$ cat config.mk
export PLATFORM = sky130hd
export DESIGN_NAME = usb_bus_ctrl
export DESIGN_NICKNAME = d
export VERILOG_FILES = /design/src/rtl/usb_utmi_pkg.sv /design/src/rtl/usb_bus_ctrl.sv
export SDC_FILE = /design/constraint.sdc
export NUM_CORES = 1
export LEC_CHECK = 0
export CORE_MARGIN = 2
export CORE_UTILIZATION = 61
export CTS_CLUSTER_DIAMETER = 100
export DETAILED_ROUTE_END_ITERATION = 10
export GPL_ROUTABILITY_DRIVEN = 0
export PLACE_DENSITY = 0.92
export SLEW_MARGIN = 20
export SYNTH_ARGS = -nofsm -noshare
export SYNTH_HDL_FRONTEND = slang
export SYNTH_SLANG_ARGS = --single-unit
$ cat constraint.sdc
create_clock -name clk -period 11.5 [get_ports clk]
set_input_delay 2.3 -clock clk [delete_from_list [all_inputs] [get_ports clk]]
set_output_delay 2.3 -clock clk [all_outputs]
set_load 0.03 [all_outputs]
$ cat src/rtl/usb_utmi_pkg.sv
// Shared UTMI-side types and default full-speed bus timing, for a 48 MHz clock.
package usb_utmi_pkg;

    typedef enum logic [1:0] {
        LsSe0 = 2'b00,
        LsJ   = 2'b01,
        LsK   = 2'b10,
        LsSe1 = 2'b11
    } usb_line_state_t;

    typedef enum logic [2:0] {
        StDetached = 3'd0,
        StActive   = 3'd1,
        StBusReset = 3'd2,
        StSuspend  = 3'd3,
        StRwake    = 3'd4,
        StResume   = 3'd5
    } usb_bus_state_t;

    // 2.5 us, 3 ms, 5 ms total idle minus the 3 ms suspend entry, 2 ms drive.
    localparam int unsigned DefResetCycles      = 120;
    localparam int unsigned DefSuspendCycles    = 144_000;
    localparam int unsigned DefRwakeIdleCycles  = 96_000;
    localparam int unsigned DefRwakeDriveCycles = 96_000;
    localparam int unsigned DefKfiltCycles      = 8;

    function automatic int unsigned max_u(input int unsigned a, input int unsigned b);
        return (a > b) ? a : b;
    endfunction

endpackage

$ cat src/rtl/usb_bus_ctrl.sv
// Full-speed device bus-state controller: attach, bus reset, suspend,
// host resume and remote wakeup sequencing from the UTMI line state.
module usb_bus_ctrl
    import usb_utmi_pkg::*;
#(
    parameter int unsigned RESET_CYCLES       = DefResetCycles,
    parameter int unsigned SUSPEND_CYCLES     = DefSuspendCycles,
    parameter int unsigned RWAKE_IDLE_CYCLES  = DefRwakeIdleCycles,
    parameter int unsigned RWAKE_DRIVE_CYCLES = DefRwakeDriveCycles,
    parameter int unsigned KFILT_CYCLES       = DefKfiltCycles
) (
    input  logic       clk,
    input  logic       rst,
    input  logic       usb_en,
    input  logic       rwake_en,
    input  logic       rwake_req,
    input  logic [1:0] line_state,
    output logic       pu,
    output logic       drive_k,
    output logic       bus_reset,
    output logic       usb_reset,
    output logic       suspend,
    output logic       resume,
    output logic [2:0] bus_state
);

    localparam int unsigned MaxCycles = max_u(max_u(max_u(RESET_CYCLES, SUSPEND_CYCLES),
                                                    max_u(RWAKE_IDLE_CYCLES,
                                                          RWAKE_DRIVE_CYCLES)),
                                              KFILT_CYCLES);
    localparam int unsigned DurW = $clog2(MaxCycles) + 1;
    localparam int unsigned RunW = $clog2(max_u(RESET_CYCLES, KFILT_CYCLES)) + 1;

    localparam logic [DurW-1:0] ResetLim    = DurW'(RESET_CYCLES);
    localparam logic [DurW-1:0] SuspLim     = DurW'(SUSPEND_CYCLES);
    localparam logic [DurW-1:0] IdleLim     = DurW'(RWAKE_IDLE_CYCLES);
    localparam logic [DurW-1:0] DriveLast   = DurW'(RWAKE_DRIVE_CYCLES - 1);
    localparam logic [RunW-1:0] RunResetLim = RunW'(RESET_CYCLES);
    localparam logic [RunW-1:0] RunKfiltLim = RunW'(KFILT_CYCLES);

    usb_bus_state_t  state_q, state_d;
    usb_line_state_t ls, last_q;
    logic [DurW-1:0] dur_q, dur_d, dur_inc, dur_run;
    logic [RunW-1:0] run_q, run_d, run_inc, run_run;
    logic            same;

    assign ls      = usb_line_state_t'(line_state);
    assign same    = (ls == last_q);
    assign dur_inc = (dur_q == '1) ? dur_q : dur_q + 1'b1;
    assign run_inc = (run_q == '1) ? run_q : run_q + 1'b1;
    // Length of the current consecutive run of the same line state, this sample included.
    assign dur_run = same ? dur_inc : DurW'(1);
    assign run_run = same ? run_inc : RunW'(1);

    always_comb begin
        state_d   = state_q;
        dur_d     = dur_q;
        run_d     = '0;
        bus_reset = 1'b0;
        resume    = 1'b0;
        case (state_q)
            StDetached: begin
                dur_d = '0;
                if (usb_en) state_d = StActive;
            end
            StActive: begin
                case (ls)
                    LsSe0: begin
                        dur_d = dur_run;
                        if (dur_run >= ResetLim) begin
                            state_d   = StBusReset;
                            bus_reset = 1'b1;
                        end
                    end
                    LsJ: begin
                        dur_d = dur_run;
                        if (dur_run >= SuspLim) state_d = StSuspend;
                    end
                    default: dur_d = '0;
                endcase
            end
            StBusReset: begin
                if (ls != LsSe0) state_d = StActive;
            end
            StSuspend: begin
                // Shared counter measures idle time; the small one tracks SE0/K runs.
                dur_d = dur_inc;
                if (ls == LsSe0 || ls == LsK) run_d = run_run;
                if (ls == LsSe0 && run_run >= RunResetLim) begin
                    state_d   = StBusReset;
                    bus_reset = 1'b1;
                end else if (ls == LsK && run_run >= RunKfiltLim) begin
                    state_d = StResume;
                end else if (rwake_req && rwake_en && dur_q >= IdleLim) begin
                    state_d = StRwake;
                end
            end
            StRwake: begin
                dur_d = dur_inc;
                if (dur_q >= DriveLast) state_d = StResume;
            end
            StResume: begin
                if (ls == LsJ) begin
                    state_d = StActive;
                    resume  = 1'b1;
                end else if (ls == LsSe0) begin
                    dur_d = dur_run;
                    if (dur_run >= ResetLim) begin
                        state_d   = StBusReset;
                        bus_reset = 1'b1;
                    end
                end else begin
                    dur_d = '0;
                end
            end
            default: state_d = StDetached;
        endcase

        if (state_d != state_q) begin
            dur_d = '0;
            run_d = '0;
        end
        if (!usb_en) begin
            state_d   = StDetached;
            dur_d     = '0;
            run_d     = '0;
            bus_reset = 1'b0;
            resume    = 1'b0;
        end
    end

    always_ff @(posedge clk) begin
        if (rst) begin
            state_q <= StDetached;
            dur_q   <= '0;
            run_q   <= '0;
            last_q  <= LsJ;
        end else begin
            state_q <= state_d;
            dur_q   <= dur_d;
            run_q   <= run_d;
            last_q  <= ls;
        end
    end

    assign pu        = (state_q != StDetached);
    assign drive_k   = (state_q == StRwake);
    assign usb_reset = (state_q == StBusReset) && (ls == LsSe0);
    assign suspend   = (state_q inside {StSuspend, StRwake, StResume});
    assign bus_state = state_q;

endmodule

==> results.ini <==
[setup_path]
cp.arrival_ns=5.33
reg2regPathDepth=10
path_class=input port to primary output
critical_path.top_delay_family=buffers and inverters
crit_buf_inv=2
r2r_end=dur_q[10]
r2r_start=dur_q[0]
crit_fanout=14
required_ns=9.20
critPathSlowestCell=clkdlybuf4s50_1
path_cells=clkdlybuf4s50_1 > xnor2_1 > nand2_1 > a41oi_1 > o21ai_0 > o21ai_0 > or3_1 > nand3_1 > a21oi_1 > clkdlybuf4s50_1
timing.critical_path.to_type=primary output
start_kind=input port
reg2reg_slack_ns=7.06
slowest_delay_ns=0.74

[global_route]
overflow=0
grt_use_total_pct=30.8
grt_pass1_vias=2702
grt_pass1_wl_um=12500
antenna_found_initial=0
grt_max_degree=20

[final_layout]
nets=386
final_cell_mix=dfxtp_1, a21oi_1, nor2_1
nFillCells=337
insertedDiodeCount=0
fin_cells=429
final_common_cell=dfxtp_1
synthToLayoutAreaGrowth_pct=8.60
drive_gt1_share_pct=6.37
finalInstanceArea_um2=3000

[synthesis]
syn-cell-area_um2=2760
ys.warnings.count=0
synth_edf_count=0
synth_nets=388
synth_seq_area_share_pct=23.2
avgSynthCellArea_um2=7.31
ys_async_sr_fraction_pct=0
synth-seq-cells=32
synth_ff_type=dfxtp_1
syn_inst=378
synth_cell_types=69

[pwr]
leakage_nw=0.986
finalPower_w=0.000255
power.density_nw_per_um2=84.9
vdd_drop_max_uv=71.8

[cts]
clk_pin_slew_ns=0.07
cts_buffer_depth=2
cts_htree_levels=2
cts-buffers-inserted=5
cts_resized=0
clock_latency_ns=0.30
cts-root-buf=clkbuf_8
cts_hold_buf=0
cts_tree=done
postCtsSetupRepairBufs=0
cts.sinks=32

[sta]
slew_viol_final=0
hold_viol_final=0
rsz0062_at_grt=false
relSlewSlack_pct=32.0
period_share_pct=66.4
setup_viol=0
fin_skew_ns=0.0101
clock.fmax_mhz=131
setup_tns_ns=0
worst_pin_slew_ns=1.01
period_needed_ns=7.63

[placement]
dp_cells=421
dp_hpwl_um=5320
postPlaceCellArea_um2=2880
place.port_buffers=15

[min_path]
worstHoldEndpoint=run_q[1]
hp-class=register to register
min_path_cells=2
min-delay-start=run_q[1]

[floorplan]
core_area_um2=4350
die_area_um2=5090
ios=16
rows=24
die_y_um=71.3
start_util_pct=63.5
die_w_um=71.3

[routing]
detail-route-antenna-nets=0
wl_per_cell_um=18.0
met3_length_um=646
wirelength_um=7710
vias=3068
vias_per_cell=7.15
wl_met1_um=3240
top_layer=met4
drc=0
first_pass_iters=6
wl_met2_um=3600
drt_iter0_drc=517

[outcome]
status=completed

[job]
drv_cap=0

## synth_stat cells, drive strengths merged (5+ instances only)
cell type,n,area [um^2]
buf,9,51.3
nor3,13,65.1
nand2,28,105
mux2i,5,50.1
nand4,8,56.3
or3,8,50.1
nand3,16,80.1
clkbuf,16,60.1
o21ai,25,125
a211oi,5,37.5
xor2,5,43.8
nor2b,7,43.8
inv,13,48.8
xnor2,5,43.8
and2b,6,45.0
nor4,13,93.8
and3,7,43.8
o211ai,5,37.5
and2,7,43.8
dfxtp,32,641
nor2,29,109
a32oi,5,43.8
nand2b,9,56.3
a21oi,31,155
## per-layer routing
| layer | vias up | global-route usage (%) |
|---|---|---|
| met1 | 1412 | 39.1 |
| met5 | - | 0 |
| li1 | 1424 | - |
| met2 | 194 | 49.0 |
| met4 | 0 | 13.6 |
| met3 | 38 | 8.30 |
## tightest hold or removal path, cell delays in order, from the launching register on
cell	delay [ns]
dfxtp_1	0.35
mux2i_1	0.15
nor4_1	0.06
## flip-flops by register name (all words and copies together), names as in the netlist
name	flops
dur_q	19
last_q	2
bus_state	3
run_q	8
## worst max path at each step
stage | cells past startpoint | start | to
after detailed placement | 10 | line_state[0] | bus_reset
after global placement | 10 | line_state[0] | bus_reset
after global routing | 10 | line_state[0] | bus_reset
final | 10 | line_state[0] | bus_reset
after CTS | 10 | line_state[0] | bus_reset
after floorplan | 8 | line_state[0] | bus_reset
## stage by stage
stage | setup WS (ns) | hold slack (ns) | util (%)
6_report | 3.87 | 0.596 | 68.9
5_1_grt | 3.69 | 0.637 | 68.9
4_1_cts | 3.93 | 0.590 | 68.9
3_5_place_dp | 3.98 | 0.571 | 66.0
3_3_place_gp | 4.10 | 0.572 | 66.0
2_1_floorplan | 5.34 | 0.542 | -
## logic make-up after synthesis
family | synth area share, %
fa+ha+maj | 1.36
simple gates | 33.7
xor+xnor | 3.17
mux | 2.22
compound gates | 30.5
buf+inv | 5.79
other cells | 0.136
flops | 23.2
## where the power goes
| part | internal, W | leakage, nW | switching, W |
|---|---|---|---|
| clock | 0.0000765 | 0.0645 | 0.0000452 |
| sequential | 0.000112 | 0.259 | 0.00000126 |
| combinational | 0.00000773 | 0.663 | 0.0000125 |
| total | 0.000196 | 0.986 | 0.0000589 |
## cell type report
type | instances | area (um^2) | area share (%)
Inverter | 13 | 48.8 | 1.63
Multi-Input combinational cell | 308 | 1960 | 65.4
Sequential cell | 32 | 641 | 21.3
Clock inverter | 1 | 30.0 | 1.00
Tap cell | 52 | 65.1 | 2.17
Timing Repair Buffer | 16 | 158 | 5.25
Clock buffer | 7 | 96.3 | 3.21
(Power assumes the default switching activity.)
